$ cat src/rtl/hypipe_out_sched_pkg.sv
// Shared definitions for the hybrid-pipeline output scheduler: beat tags,
// FSM state encodings and the packet beat width.
package hypipe_out_sched_pkg;

  localparam int PKT_WIDTH = 134;

  localparam logic [1:0] TAG_BODY   = 2'b00;
  localparam logic [1:0] TAG_HEAD   = 2'b01;
  localparam logic [1:0] TAG_TAIL   = 2'b10;
  localparam logic [1:0] TAG_SINGLE = 2'b11;

  typedef enum logic [1:0] {
    ST_IDLE = 2'd0,
    ST_BODY = 2'd1,
    ST_DROP = 2'd2
  } state_t;

  // Both head-carrying tags (01 and 11) have bit 0 set.
  function automatic logic isHeadTag(input logic [1:0] tag);
    return tag[0];
  endfunction

endpackage

$ cat src/rtl/hypipe_out_reg.sv
// Single-entry valid/ready output register. o_ld tells the scheduler when a
// new beat may be written into the register.
module hypipe_out_reg
  import hypipe_out_sched_pkg::*;
#(
  parameter int META_WIDTH = 128
) (
  input  logic                  i_clk,
  input  logic                  i_rst,
  input  logic                  i_load,
  input  logic [PKT_WIDTH-1:0]  i_data,
  input  logic                  i_meta_valid,
  input  logic [META_WIDTH-1:0] i_meta,
  input  logic                  i_ready,
  output logic                  o_ld,
  output logic                  o_data_valid,
  output logic [PKT_WIDTH-1:0]  o_data,
  output logic                  o_meta_valid,
  output logic [META_WIDTH-1:0] o_meta
);

  logic                  r_dataValid;
  logic [PKT_WIDTH-1:0]  r_data;
  logic                  r_metaValid;
  logic [META_WIDTH-1:0] r_meta;

  assign o_ld         = !r_dataValid || i_ready;
  assign o_data_valid = r_dataValid;
  assign o_data       = r_data;
  assign o_meta_valid = r_metaValid;
  assign o_meta       = r_meta;

  // o_meta keeps the head's metadata for the whole packet; body beats leave it alone.
  always_ff @(posedge i_clk) begin
    if (i_rst) begin
      r_dataValid <= 1'b0;
      r_data      <= '0;
      r_metaValid <= 1'b0;
      r_meta      <= '0;
    end else if (i_load) begin
      r_dataValid <= 1'b1;
      r_data      <= i_data;
      r_metaValid <= i_meta_valid;
      if (i_meta_valid) begin
        r_meta <= i_meta;
      end
    end else if (i_ready) begin
      r_dataValid <= 1'b0;
      r_metaValid <= 1'b0;
    end
  end

endmodule

$ cat src/rtl/hypipe_out_sched.sv
// Output scheduler: pairs packet beats with metadata and emits them downstream.
// Define HYPIPE_OUT_STAT_EN to add saturating packet/drop/error counters.
module hypipe_out_sched
  import hypipe_out_sched_pkg::*;
#(
  parameter int META_WIDTH  = 128,
  parameter int TIMEOUT_CYC = 1024,
  parameter int CNT_WIDTH   = 32
) (
  input  logic                  i_clk,
  input  logic                  i_rst,
  input  logic                  i_empty_pkt,
  input  logic [PKT_WIDTH-1:0]  i_dout_pkt,
  output logic                  o_rden_pkt,
  input  logic                  i_empty_meta,
  input  logic [META_WIDTH-1:0] i_dout_meta,
  output logic                  o_rden_meta,
  output logic                  o_data_valid,
  output logic [PKT_WIDTH-1:0]  o_data,
  output logic                  o_meta_valid,
  output logic [META_WIDTH-1:0] o_meta,
  input  logic                  i_ready
`ifdef HYPIPE_OUT_STAT_EN
  ,
  output logic [CNT_WIDTH-1:0]  o_cnt_pkt,
  output logic [CNT_WIDTH-1:0]  o_cnt_drop_beat,
  output logic [CNT_WIDTH-1:0]  o_cnt_err
`endif
);

  localparam int TW = $clog2(TIMEOUT_CYC + 1);

  state_t          r_state;
  logic [TW-1:0]   r_toutCnt;

  state_t          w_nextState;
  logic [1:0]      w_tag;
  logic            w_head;
  logic            w_ld;
  logic            w_popPkt;
  logic            w_popMeta;
  logic            w_load;
  logic            w_loadMeta;
  logic            w_err;
  logic            w_dropPop;
  logic            w_toutHit;

  assign w_tag  = i_dout_pkt[PKT_WIDTH-1:PKT_WIDTH-2];
  assign w_head = isHeadTag(w_tag);

  always_comb begin
    w_nextState = r_state;
    w_popPkt    = 1'b0;
    w_popMeta   = 1'b0;
    w_load      = 1'b0;
    w_loadMeta  = 1'b0;
    w_err       = 1'b0;
    w_dropPop   = 1'b0;
    w_toutHit   = 1'b0;
    case (r_state)
      ST_IDLE: begin
        if (!i_empty_pkt) begin
          if (!w_head) begin
            w_nextState = ST_DROP;
          end else if (!i_empty_meta && w_ld) begin
            w_popPkt    = 1'b1;
            w_popMeta   = 1'b1;
            w_load      = 1'b1;
            w_loadMeta  = 1'b1;
            w_nextState = (w_tag == TAG_SINGLE) ? ST_IDLE : ST_BODY;
          end
        end
      end
      ST_BODY: begin
        if (!i_empty_pkt) begin
          // A head arriving mid-packet ends the current one; the head is kept for IDLE.
          if (w_head) begin
            w_err       = 1'b1;
            w_nextState = ST_IDLE;
          end else if (w_ld) begin
            w_popPkt = 1'b1;
            w_load   = 1'b1;
            if (w_tag == TAG_TAIL) begin
              w_nextState = ST_IDLE;
            end
          end
        end else if (r_toutCnt == TW'(TIMEOUT_CYC - 1)) begin
          w_err       = 1'b1;
          w_toutHit   = 1'b1;
          w_nextState = ST_IDLE;
        end
      end
      ST_DROP: begin
        if (!i_empty_pkt) begin
          if (w_head) begin
            w_nextState = ST_IDLE;
          end else begin
            w_popPkt  = 1'b1;
            w_dropPop = 1'b1;
            if (w_tag == TAG_TAIL) begin
              w_nextState = ST_IDLE;
            end
          end
        end
      end
      default: w_nextState = ST_IDLE;
    endcase
  end

  assign o_rden_pkt  = w_popPkt && !i_rst;
  assign o_rden_meta = w_popMeta && !i_rst;

  always_ff @(posedge i_clk) begin
    if (i_rst) begin
      r_state <= ST_IDLE;
    end else begin
      r_state <= w_nextState;
    end
  end

  // Counts consecutive empty-FIFO cycles spent waiting inside a packet.
  always_ff @(posedge i_clk) begin
    if (i_rst) begin
      r_toutCnt <= '0;
    end else if (r_state != ST_BODY || w_popPkt || w_toutHit) begin
      r_toutCnt <= '0;
    end else if (i_empty_pkt) begin
      r_toutCnt <= r_toutCnt + 1'b1;
    end
  end

  hypipe_out_reg #(
    .META_WIDTH (META_WIDTH)
  ) u_outReg (
    .i_clk        (i_clk),
    .i_rst        (i_rst),
    .i_load       (w_load),
    .i_data       (i_dout_pkt),
    .i_meta_valid (w_loadMeta),
    .i_meta       (i_dout_meta),
    .i_ready      (i_ready),
    .o_ld         (w_ld),
    .o_data_valid (o_data_valid),
    .o_data       (o_data),
    .o_meta_valid (o_meta_valid),
    .o_meta       (o_meta)
  );

`ifdef HYPIPE_OUT_STAT_EN
  logic [CNT_WIDTH-1:0] r_cntPkt;
  logic [CNT_WIDTH-1:0] r_cntDrop;
  logic [CNT_WIDTH-1:0] r_cntErr;

  assign o_cnt_pkt       = r_cntPkt;
  assign o_cnt_drop_beat = r_cntDrop;
  assign o_cnt_err       = r_cntErr;

  // Saturating statistics; they stop at all-ones rather than wrapping.
  always_ff @(posedge i_clk) begin
    if (i_rst) begin
      r_cntPkt  <= '0;
      r_cntDrop <= '0;
      r_cntErr  <= '0;
    end else begin
      if (w_popMeta && r_cntPkt != '1) begin
        r_cntPkt <= r_cntPkt + 1'b1;
      end
      if (w_dropPop && r_cntDrop != '1) begin
        r_cntDrop <= r_cntDrop + 1'b1;
      end
      if (w_err && r_cntErr != '1) begin
        r_cntErr <= r_cntErr + 1'b1;
      end
    end
  end
`endif

endmodule

$ cat config.mk
export PLATFORM = sky130hd
export DESIGN_NAME = hypipe_out_sched
export DESIGN_NICKNAME = d
export VERILOG_FILES = /design/src/rtl/hypipe_out_sched_pkg.sv /design/src/rtl/hypipe_out_reg.sv /design/src/rtl/hypipe_out_sched.sv
export SDC_FILE = /design/constraint.sdc
export NUM_CORES = 1
export LEC_CHECK = 0
export BUFFER_PORTS_ARGS = -buffer_cell sky130_fd_sc_hd__buf_2
export CELL_PAD_IN_SITES_DETAIL_PLACEMENT = 1
export CELL_PAD_IN_SITES_GLOBAL_PLACEMENT = 2
export CORE_MARGIN = 2
export CORE_UTILIZATION = 23
export CTS_CLUSTER_DIAMETER = 120
export DETAILED_ROUTE_END_ITERATION = 10
export PLACE_DENSITY = 0.81
export SYNTH_ARGS = -nofsm -noshare
export SYNTH_HDL_FRONTEND = slang
export SYNTH_SLANG_ARGS = --single-unit
$ cat constraint.sdc
create_clock -name i_clk -period 1.9 [get_ports i_clk]
set_input_delay 0.38 -clock i_clk [delete_from_list [all_inputs] [get_ports i_clk]]
set_output_delay 0.38 -clock i_clk [all_outputs]
set_load 0.01 [all_outputs]
==> flow_summary_export.csv, run 1 <==
group,metric,value,unit
timing,relSlewSlack,62.4,%
drt,firstDrtPassIters,5,
floorplan,die_h,210,um
cts,cts_root_buf,"clkbuf_16",
critical_path,critPathKind,"flop to primary output",
yosys,synth.distinct_cells,40,
critical_path,r2r_cells,5,
floorplan,coreArea,41900,um^2
timing,slew_violations,0,
floorplan,fp.dieW,210,um
drt,vias_per_cell,4.36,
yosys,ys.flop_type,"dfxtp_1",
drt,finalWirelength,37800,um
place,routabilityCongestion,0.775,
drt,postRouteAntennaNets,0,
critical_path,arrival,1.62,ns
critical_path,crit_path_start,"r_state[0]$_SDFFE_PP0P_",
drt,drc,0,
floorplan,num_rows,75,
global_routing,antenna_found_initial,9,
yosys,synth_cells,1224,
timing,timing_hold_violations_final,0,
timing,period_share,105,%
timing,rsz0062_at_grt,"yes",
yosys,synth_top_cell_by_area,"dfxtp_1",
global_routing,grt_overflow,0,
yosys,ys_seq_area_share,56.7,%
critical_path,cp-endpoint,"o_rden_pkt",
timing,setup_ws,-0.0998,ns
cts,clkSinkCount,277,
status,outcome,"finished, violations left",
yosys,syn-cell-area,9790,um^2
global_routing,grt_pass1_vias,10100,
worst_hold_path,min_path_type,"input port to flop",
global_routing,grt_pass1_wl,57100,um
floorplan,dieArea,44200,um^2
drt,vias,10100,
yosys,ys.warnings.count,0,
cts,worstSkewPairLatency,0.52,ns
drt,drt-initial-drc-count,426,
yosys,netlist.area_leader.share,56.7,%
status,violations,"negative setup slack",
critical_path,r2r_start,"r_toutCnt[0]$_SDFFE_PP0P_",
critical_path,startpoint_type,"flop",
floorplan,pin_count,533,
power_and_ir_drop,power_density,979,nW/um^2
critical_path,worstReg2RegEnd,"u_outReg.o_data[133]$_SDFFE_PP0P_",
yosys,syn_avg_cell_area,7.99,um^2
power_and_ir_drop,p_leak,6.42,nW
cells_and_area,fin_nets,2012,
timing,fin_worst_skew,0.0181,ns
global_routing,grt_max_degree,119,
worst_hold_path,hp-start,"i_dout_pkt[117]",
critical_path,r2r_setup_slack,0.19,ns
cts,cts.path.max_buffers,3,
critical_path,cp.required,1.52,ns
critical_path,endpoint_kind,"primary output",
yosys,async_flop_share,0,%
cells_and_area,drive_gt1_share,36.1,%
yosys,synth-edff-count,0,
drt,avgRoutedWirePerCell,16.4,um
timing,tightestPinTransition,0.565,ns
timing,setup_viol,2,
yosys,synthTopCellsByArea,"dfxtp_1 (57%), nand2_1 (20%), a21oi_1 (13%)",
cells_and_area,post-route-util,34.3,%
cts,clk_pin_slew_worst_paths,0.06,ns
cts,cts_tree,"done",
global_routing,grt_usage,16.4,%
cts,cts_buffers,35,
yosys,synth_nets,1492,
place,place.detailed.hpwl,27900,um
flow_run,maxCapViolations,0,
timing,min_period,2.00,ns
floorplan,start_util,23.3,%
critical_path,cp_max_fo,3,
cells_and_area,synthToLayoutAreaGrowth,47.2,%
power_and_ir_drop,ir_worst_vdd,0.000696,V
timing,holdWs,0.0911,ns
cts,htreeDepth,2,
timing,max_freq,500,MHz
place,portBuffers,532,
yosys,synth_seq_cells,277,
-- cells in the mapped netlist, drive strengths merged, types with 3 or more instances --
master	instances
nand4	5
xnor2	4
a21oi	263
nand2	525
dfxtp	277
xor2	5
nor2b	3
nand2b	4
clkbuf	33
nor2	15
inv	3
buf	58
-- power by group --
part / internal (mW) / total, mW / switching (mW)
Combinational: 0.586 / 1.35 / 0.765
Sequential: 6.02 / 6.12 / 0.101
Clock: 4.11 / 6.63 / 2.52
-- routing by layer --
metal / vias to the layer above / routed length [um] / part of all wire, % / track usage [%]
li1: 4986 / - / - / -
met1: 4719 / 15400 / 41 / 19.1
met2: 289 / 19100 / 50 / 28.9
met3: 54 / 2500 / 6.6 / 4.38
met4: 10 / 796 / 2.1 / 5.48
met5: - / 56 / 0.15 / 0
-- flip-flops by register name, indices dropped and copies added, names as in the netlist --
signal / cells
u_outReg.o_data: 134
u_outReg.o_meta: 128
r_toutCnt: 11
r_state: 2
u_outReg.o_data_valid: 1
u_outReg.o_meta_valid: 1
-- metrics by stage --
stage,total power [mW],area (um^2),cells,worst slack (ns),TNS (ns)
floorplan,6.86,9790,1224,0.0903,0
global placement,7.57,13200,2241,0.143,0
detailed placement,7.61,13200,2241,0.0899,0
CTS,14.4,14400,2302,-0.186,-0.331
global route,14.8,14400,2307,-0.224,-0.366
finish,14.1,14400,2307,-0.0998,-0.126
-- critical path, stage by stage, from the launching register on --
cell and delay (ns):
dfxtp_2 0.33, nor3b_4 0.19, o211ai_1 0.14, a221oi_2 0.26, buf_2 0.19
-- how the worst min path moves through the flow --
stage	endpoint	depth (start not counted)	slack (ns)
floorplan	r_toutCnt[10]$_SDFFE_PP0P_	2	0.45
global placement	u_outReg.o_data[23]$_SDFFE_PP0P_	2	0.44
detailed placement	u_outReg.o_data[72]$_SDFFE_PP0P_	2	0.44
CTS	u_outReg.o_data[117]$_SDFFE_PP0P_	3	0.05
global route	u_outReg.o_data[91]$_SDFFE_PP0P_	3	0.07
finish	u_outReg.o_data[117]$_SDFFE_PP0P_	3	0.09
-- layout by cell type, fill, tap and decap left out, types with 2 or more instances in the layout --
master	n
clkinv_2	3
xnor2_1	4
mux2i_1	2
or4_1	2
nand2b_1	3
nor2b_1	2
nor2_1	13
clkbuf_1	7
buf_6	2
buf_4	24
diode_2	3
nand2_1	525
clkbuf_8	9
xor2_1	5
a21oi_1	263
clkbuf_16	37
inv_1	3
buf_2	530
bufinv_16	2
nand4_1	5
buf_12	17
dfxtp_1	276
nand3b_1	2
-- kinds of logic (layout without fill, tap and decap cells) --
logic type	Yosys count	after routing	share of synthesized area, %
flip-flops	277	277	56.7
AO/OA/AOI/OAI	277	277	14.7
AND/OR/NAND/NOR	564	564	22.5
other	0	3	0
multiplexers	2	2	0.205
XOR/XNOR	9	9	0.805
buffers and inverters	94	635	4.99
adder cells (fa/ha/maj)	1	1	0.128
-- cell type report --
cell class / count / area [um^2]
fill: 5137 / 27500
multi-input combinational: 853 / 3810
clock buffer: 52 / 1060
inverter: 3 / 11.3
timing repair buffer: 574 / 3210
sequential: 277 / 5550
antenna: 3 / 7.51
tap: 539 / 674
clock inverter: 6 / 82.6
-- repair_timing --
item	4_1_cts	5_1_grt
pin swaps	5	2
setup buffers	3	2
gates resized for setup	6	4
endpoints found under the setup margin	2	2
hold buffers	0	0
(Power assumes the default switching activity.)
==> run 2, diff against run 1 <==
- CTS_BUF_LIST: unset -> sky130_fd_sc_hd__clkbuf_8 sky130_fd_sc_hd__clkbuf_16
- clock period: 1.9 -> 2.2 ns (I/O delays scaled with it)
==> flow_summary_export.csv, run 2 (synthesized netlist as in run 1, its figures left out) <==
group,metric,value,unit
critical_path,cp_max_fo,8,
drt,avgRoutedWirePerCell,16.6,um
global_routing,grt_pass1_wl,57700,um
timing,setup_viol,1,
critical_path,cp.required,1.76,ns
floorplan,coreArea,41900,um^2
cells_and_area,fin_nets,2002,
power_and_ir_drop,power_density,846,nW/um^2
cts,worstSkewPairLatency,0.52,ns
cts,clkSinkCount,277,
drt,postRouteAntennaNets,0,
floorplan,pin_count,533,
timing,tightestPinTransition,0.643,ns
drt,vias_per_cell,4.36,
critical_path,endpoint_kind,"primary output",
cells_and_area,final_cell_mix,"buf_2 (531), nand2_1 (525), dfxtp_1 (275)",
critical_path,r2r_setup_slack,0.19,ns
timing,setup_ws,-0.00903,ns
place,place.detailed.hpwl,27800,um
floorplan,dieArea,44200,um^2
cells_and_area,fillers,5182,
power_and_ir_drop,power,12.0,mW
place,placed_area,13000,um^2
timing,max_freq,453,MHz
drt,vias,10000,
critical_path,r2r_start,"r_state[0]$_SDFFE_PP0P_",
critical_path,r2r_cells,7,
critical_path,critPathKind,"flop to primary output",
cells_and_area,largest_reg_flops,134,
critical_path,worstReg2RegEnd,"u_outReg.o_data[133]$_SDFFE_PP0P_",
timing,rsz0062_at_grt,"yes",
timing,relSlewSlack,57.1,%
global_routing,grt_overflow,0,
global_routing,grt_max_degree,136,
global_routing,antenna_found_initial,1,
cells_and_area,post-route-util,33.9,%
timing,slew_violations,0,
timing,timing_hold_violations_final,0,
place,portBuffers,532,
drt,drc,0,
place,dp_slack,0.0974,ns
floorplan,fp.dieW,210,um
timing,tns,-0.00903,ns
critical_path,startpoint_type,"flop",
worst_hold_path,hold_path_end,"u_outReg.o_data[34]$_SDFFE_PP0P_",
power_and_ir_drop,p_leak,6.37,nW
cts,clk_pin_slew_worst_paths,0.06,ns
global_routing,grt_usage,16.5,%
timing,min_period,2.21,ns
floorplan,num_rows,75,
cts,htreeDepth,2,
drt,firstDrtPassIters,4,
drt,finalWirelength,38100,um
status,violations,"negative setup slack",
critical_path,arrival,1.77,ns
cells_and_area,design_area,14200,um^2
critical_path,slowest_stage,"dfxtp_4",
cells_and_area,diodes,0,
worst_hold_path,min_path_cells,3,
timing,period_share,100,%
worst_hold_path,min_path_type,"input port to flop",
flow_run,maxCapViolations,0,
status,outcome,"finished, violations left",
cells_and_area,drive_gt1_share,35.7,%
timing,fin_worst_skew,0.0119,ns
cts,cts_buffers,35,
drt,drt-initial-drc-count,439,
cts,cts.path.max_buffers,3,
cts,cts_tree,"done",
critical_path,cpPeakStageDelay,0.38,ns
critical_path,path_cells,"nor3b_4 > o211ai_1 > a221oi_2 > buf_2",
floorplan,die_h,210,um
power_and_ir_drop,ir_worst_vdd,0.000561,V
worst_hold_path,hp-start,"i_dout_pkt[34]",
floorplan,start_util,23.3,%
cells_and_area,layout_commonest_cell,"buf_2",
cts,cts_root_buf,"clkbuf_16",
place,routabilityCongestion,0.815,
cells_and_area,synthToLayoutAreaGrowth,45.4,%
global_routing,grt_pass1_vias,10300,
==> run 2: changes by cell type in the layout (fill, tap and decap cells not counted), moves of 2 or more <==
cell      delta
buf_6        -2
inv_1        +7
clkinv_4     +2
diode_2      -3
buf_12       -5
buf_4        -4
clkbuf_1     -7
==> run 2: repair_timing <==
item,in CTS,in global routing
gates resized for setup,7,0
setup endpoints to repair,1,1
pin swaps,2,3
setup buffers,2,3
hold buffers,0,0
==> run 2: where the power goes <==
group	leakage (nW)	internal, mW	switching (mW)
combinational	3.53	0.480	0.658
clock	0.585	3.41	2.19
sequential	2.25	5.20	0.0913
total	6.37	9.09	2.94
==> run 2: metal layers <==
layer  vias to the layer above  global-route usage [%]  part of all wire (%)
li1                       4967                       -                     -
met4                         2                    5.48                   2.9
met1                      4691                    19.1                    41
met5                         -                       0                 0.031
met3                        65                    4.90                   6.4
met2                       292                    28.9                    49
==> run 2: area by class of cell <==
cell class / instances / area [um^2] / share of cell area [%]
multi-input cells: 853 / 3790 / 26.7
repair buffers: 564 / 3060 / 21.5
clock inverters: 14 / 96.3 / 0.677
flip-flops and latches: 277 / 5550 / 39.0
inverters: 3 / 11.3 / 0.0792
well taps: 539 / 674 / 4.74
clock buffers: 45 / 1040 / 7.28
==> run 2: how the worst max path moves through the flow <==
stage / from / to / slack (ns) / cells past startpoint
floorplan: i_empty_pkt / o_rden_pkt / 0.17 / 6
global placement: i_dout_pkt[132] / u_outReg.o_data[133]$_SDFFE_PP0P_ / 0.22 / 6
detailed placement: i_dout_pkt[132] / u_outReg.o_data[133]$_SDFFE_PP0P_ / 0.1 / 6
CTS: r_state[0]$_SDFFE_PP0P_ / o_rden_pkt / 0.009 / 4
global route: r_state[0]$_SDFFE_PP0P_ / o_rden_pkt / -0.09 / 4
finish: r_state[0]$_SDFFE_PP0P_ / o_rden_pkt / -0.009 / 4
==> run 2: worst max-delay path, delay by kind of cell, from the launching register on <==
| kind | cells | cell delay, ns |
|---|---|---|
| buffers and inverters | 1 | 0.20 |
| AOI/OAI and AO/OA | 2 | 0.46 |
| DFF | 1 | 0.38 |
| and+or+nand+nor | 1 | 0.21 |
==> run 2: metrics by stage <==
| stage | instances | hold WS [ns] |
|---|---|---|
| 6_report | 2295 | 0.146 |
| 3_3_place_gp | 2231 | 0.438 |
| 5_1_grt | 2295 | 0.123 |
| 4_1_cts | 2292 | 0.0999 |
| 3_5_place_dp | 2231 | 0.444 |
| 2_1_floorplan | 1224 | 0.453 |
==> run 3, diff against run 2 <==
- ABC_AREA: unset -> 1
- PLACE_DENSITY: 0.81 -> 0.8
==> flow_summary_export.csv, run 3 <==
group,metric,value,unit
drt,postRouteAntennaNets,0,
place,routabilityCongestion,0.748,
yosys,async_flop_share,0,%
cells_and_area,synthToLayoutAreaGrowth,43.6,%
yosys,synth.most_common_cell,"nor2_1",
timing,timing_hold_violations_final,0,
critical_path,cp_max_fo,41,
cts,cts_buffers,34,
drt,firstDrtPassIters,4,
cells_and_area,layout_commonest_cell,"buf_2",
yosys,netlist.area_leader.share,55.7,%
drt,drc,0,
timing,fin_worst_skew,0.00942,ns
global_routing,antenna_found_initial,3,
yosys,ys_seq_area_share,55.7,%
yosys,synth_seq_cells,277,
worst_hold_path,min_path_cells,3,
drt,vias_per_cell,4.31,
timing,min_period,2.08,ns
global_routing,grt_max_degree,130,
critical_path,critPathKind,"flop to primary output",
cts,clkSinkCount,277,
drt,drt-initial-drc-count,417,
yosys,synthTopCellsByCount,"nor2_1 (493), dfxtp_1 (277), o21ai_0 (253)",
cts,worstSkewPairLatency,0.53,ns
critical_path,startpoint_type,"flop",
drt,finalWirelength,37800,um
place,portBuffers,532,
drt,avgRoutedWirePerCell,16.0,um
cells_and_area,design_area,14300,um^2
floorplan,start_util,23.2,%
timing,setup_viol,0,
critical_path,cp.required,1.76,ns
cts,htreeDepth,2,
status,outcome,"finished clean",
place,placed_area,13100,um^2
global_routing,grt_util_met1,18.0,%
yosys,syn_avg_cell_area,7.94,um^2
power_and_ir_drop,power,13.6,mW
cts,cts.path.max_buffers,3,
global_routing,grt_busiest_layer,"met2",
cells_and_area,drive_gt1_share,37.6,%
power_and_ir_drop,p_leak,7.34,nW
floorplan,coreArea,42900,um^2
floorplan,fp.dieW,212,um
yosys,ys.warnings.count,0,
yosys,synthTopCellsByArea,"dfxtp_1 (56%), nor2_1 (19%), o21ai_0 (13%)",
worst_hold_path,min_path_type,"input port to flop",
yosys,syn-cell-area,9960,um^2
yosys,synth.distinct_cells,28,
global_routing,grt_pass1_vias,10500,
yosys,synth-edff-count,0,
global_routing,grt_overflow,0,
timing,max_freq,480,MHz
drt,vias,10200,
floorplan,num_rows,76,
global_routing,grt_pass1_wl,57800,um
cells_and_area,final_cell_mix,"buf_2 (532), nor2_1 (493), dfxtp_1 (275)",
critical_path,arrival,1.64,ns
floorplan,dieArea,45000,um^2
global_routing,grtUsageMet3,6.34,%
global_routing,grt_usage,16.1,%
yosys,synth_top_cell_by_area,"dfxtp_1",
timing,slew_violations,0,
cells_and_area,diodes,0,
cts,clk_pin_slew_worst_paths,0.06,ns
timing,relSlewSlack,62.0,%
power_and_ir_drop,ir_worst_vdd,0.000520,V
timing,period_share,94.7,%
power_and_ir_drop,power_density,947,nW/um^2
global_routing,grtUsageMet2,28.5,%
yosys,synth_nets,1523,
cts,cts_tree,"done",
critical_path,endpoint_kind,"primary output",
critical_path,r2r_cells,7,
cells_and_area,largest_reg_flops,134,
cells_and_area,fin_nets,2019,
flow_run,maxCapViolations,0,
yosys,synth_cells,1255,
yosys,ys.flop_type,"dfxtp_1",
timing,tightestPinTransition,0.570,ns
timing,rsz0062_at_grt,"yes",
floorplan,die_h,212,um
cts,cts_root_buf,"clkbuf_16",
floorplan,pin_count,533,
place,place.detailed.hpwl,26700,um
run 3: cell types whose count changed in the layout (fill, tap and decap cells not counted), sizes merged, moves of 3 or more:
cell	before	now
inv	10	24
nand2b	4	0
nor2b	3	0
nand2	525	29
buf	563	547
nor2	15	546
o21ai	1	264
a21oi	263	10
nor3	1	4
clkinv	5	2
nand3	2	6
run 3: worst max-delay path, cell delays in order (launching register included):
cell	delay [ns]
dfxtp_1	0.33
nand2_2	0.13
nand2_4	0.07
nor2_4	0.13
inv_4	0.06
buf_12	0.17
nor2_1	0.09
buf_2	0.13
run 3: path summary, 6_finish.rpt:
| kind | slack (ns) | start | endpoint |
|---|---|---|---|
| min | 0.13 | i_dout_meta[96] | u_outReg.o_meta[96]$_SDFFE_PP0P_ |
| max reg2reg | 0.53 | u_outReg.o_data_valid$_SDFFE_PP0P_ | u_outReg.o_meta[105]$_SDFFE_PP0P_ |
| max | 0.12 | u_outReg.o_data_valid$_SDFFE_PP0P_ | o_rden_meta |
| min reg2reg | 0.49 | u_outReg.o_data[86]$_SDFFE_PP0P_ | u_outReg.o_data[86]$_SDFFE_PP0P_ |
run 3: timing repair:
action | in CTS | in global routing
pin swaps | 2 | 2
setup endpoints to repair | 2 | 2
hold buffers | 0 | 0
buffers inserted | 2 | 0
gates resized for setup | 7 | 2
run 3: report_power, final:
| part | switching, mW | internal, mW | total, mW |
|---|---|---|---|
| clock network | 2.18 | 3.62 | 5.80 |
| registers | 0.228 | 5.49 | 5.72 |
| logic | 1.26 | 0.787 | 2.04 |
run 3: kinds of logic (layout without fill, tap and decap cells):
kind of cell,after synthesis,after routing,share of synthesized area [%]
adder cells (fa/ha/maj),1,1,0.126
flip-flops,277,277,55.7
AND/OR/NAND/NOR,591,591,24.1
AO/OA/AOI/OAI,275,275,13.9
buffers and inverters,104,623,5.59
XOR/XNOR,7,7,0.615
run 3: cell type report:
class | instances | area (um^2)
fillers | 5366 | 28600
flip-flops and latches | 277 | 5550
inverters | 17 | 73.8
multi-input cells | 874 | 3880
clock inverters | 11 | 96.3
clock buffers | 48 | 1080
well taps | 585 | 732
repair buffers | 547 | 2900
run 3: metal layers:
metal | wire length (um) | part of all wire [%] | vias up
met5 | 24 | 0.063 | -
met4 | 639 | 1.7 | 4
met3 | 3610 | 9.5 | 48
met2 | 18500 | 49 | 356
met1 | 15100 | 40 | 4760
li1 | - | - | 4998
run 3: through the flow:
| stage | setup WS [ns] | util (%) | TNS [ns] | hold slack (ns) | std cells |
|---|---|---|---|---|---|
| after floorplan | 0.248 | - | 0 | 0.454 | 1255 |
| after global placement | 0.313 | 30.5 | 0 | 0.470 | 2298 |
| after detailed placement | 0.286 | 30.5 | 0 | 0.478 | 2298 |
| after CTS | 0.0375 | 33.3 | 0 | 0.0897 | 2359 |
| after global routing | -0.0110 | 33.4 | -0.0184 | 0.104 | 2359 |
| final | 0.116 | 33.4 | 0 | 0.135 | 2359 |
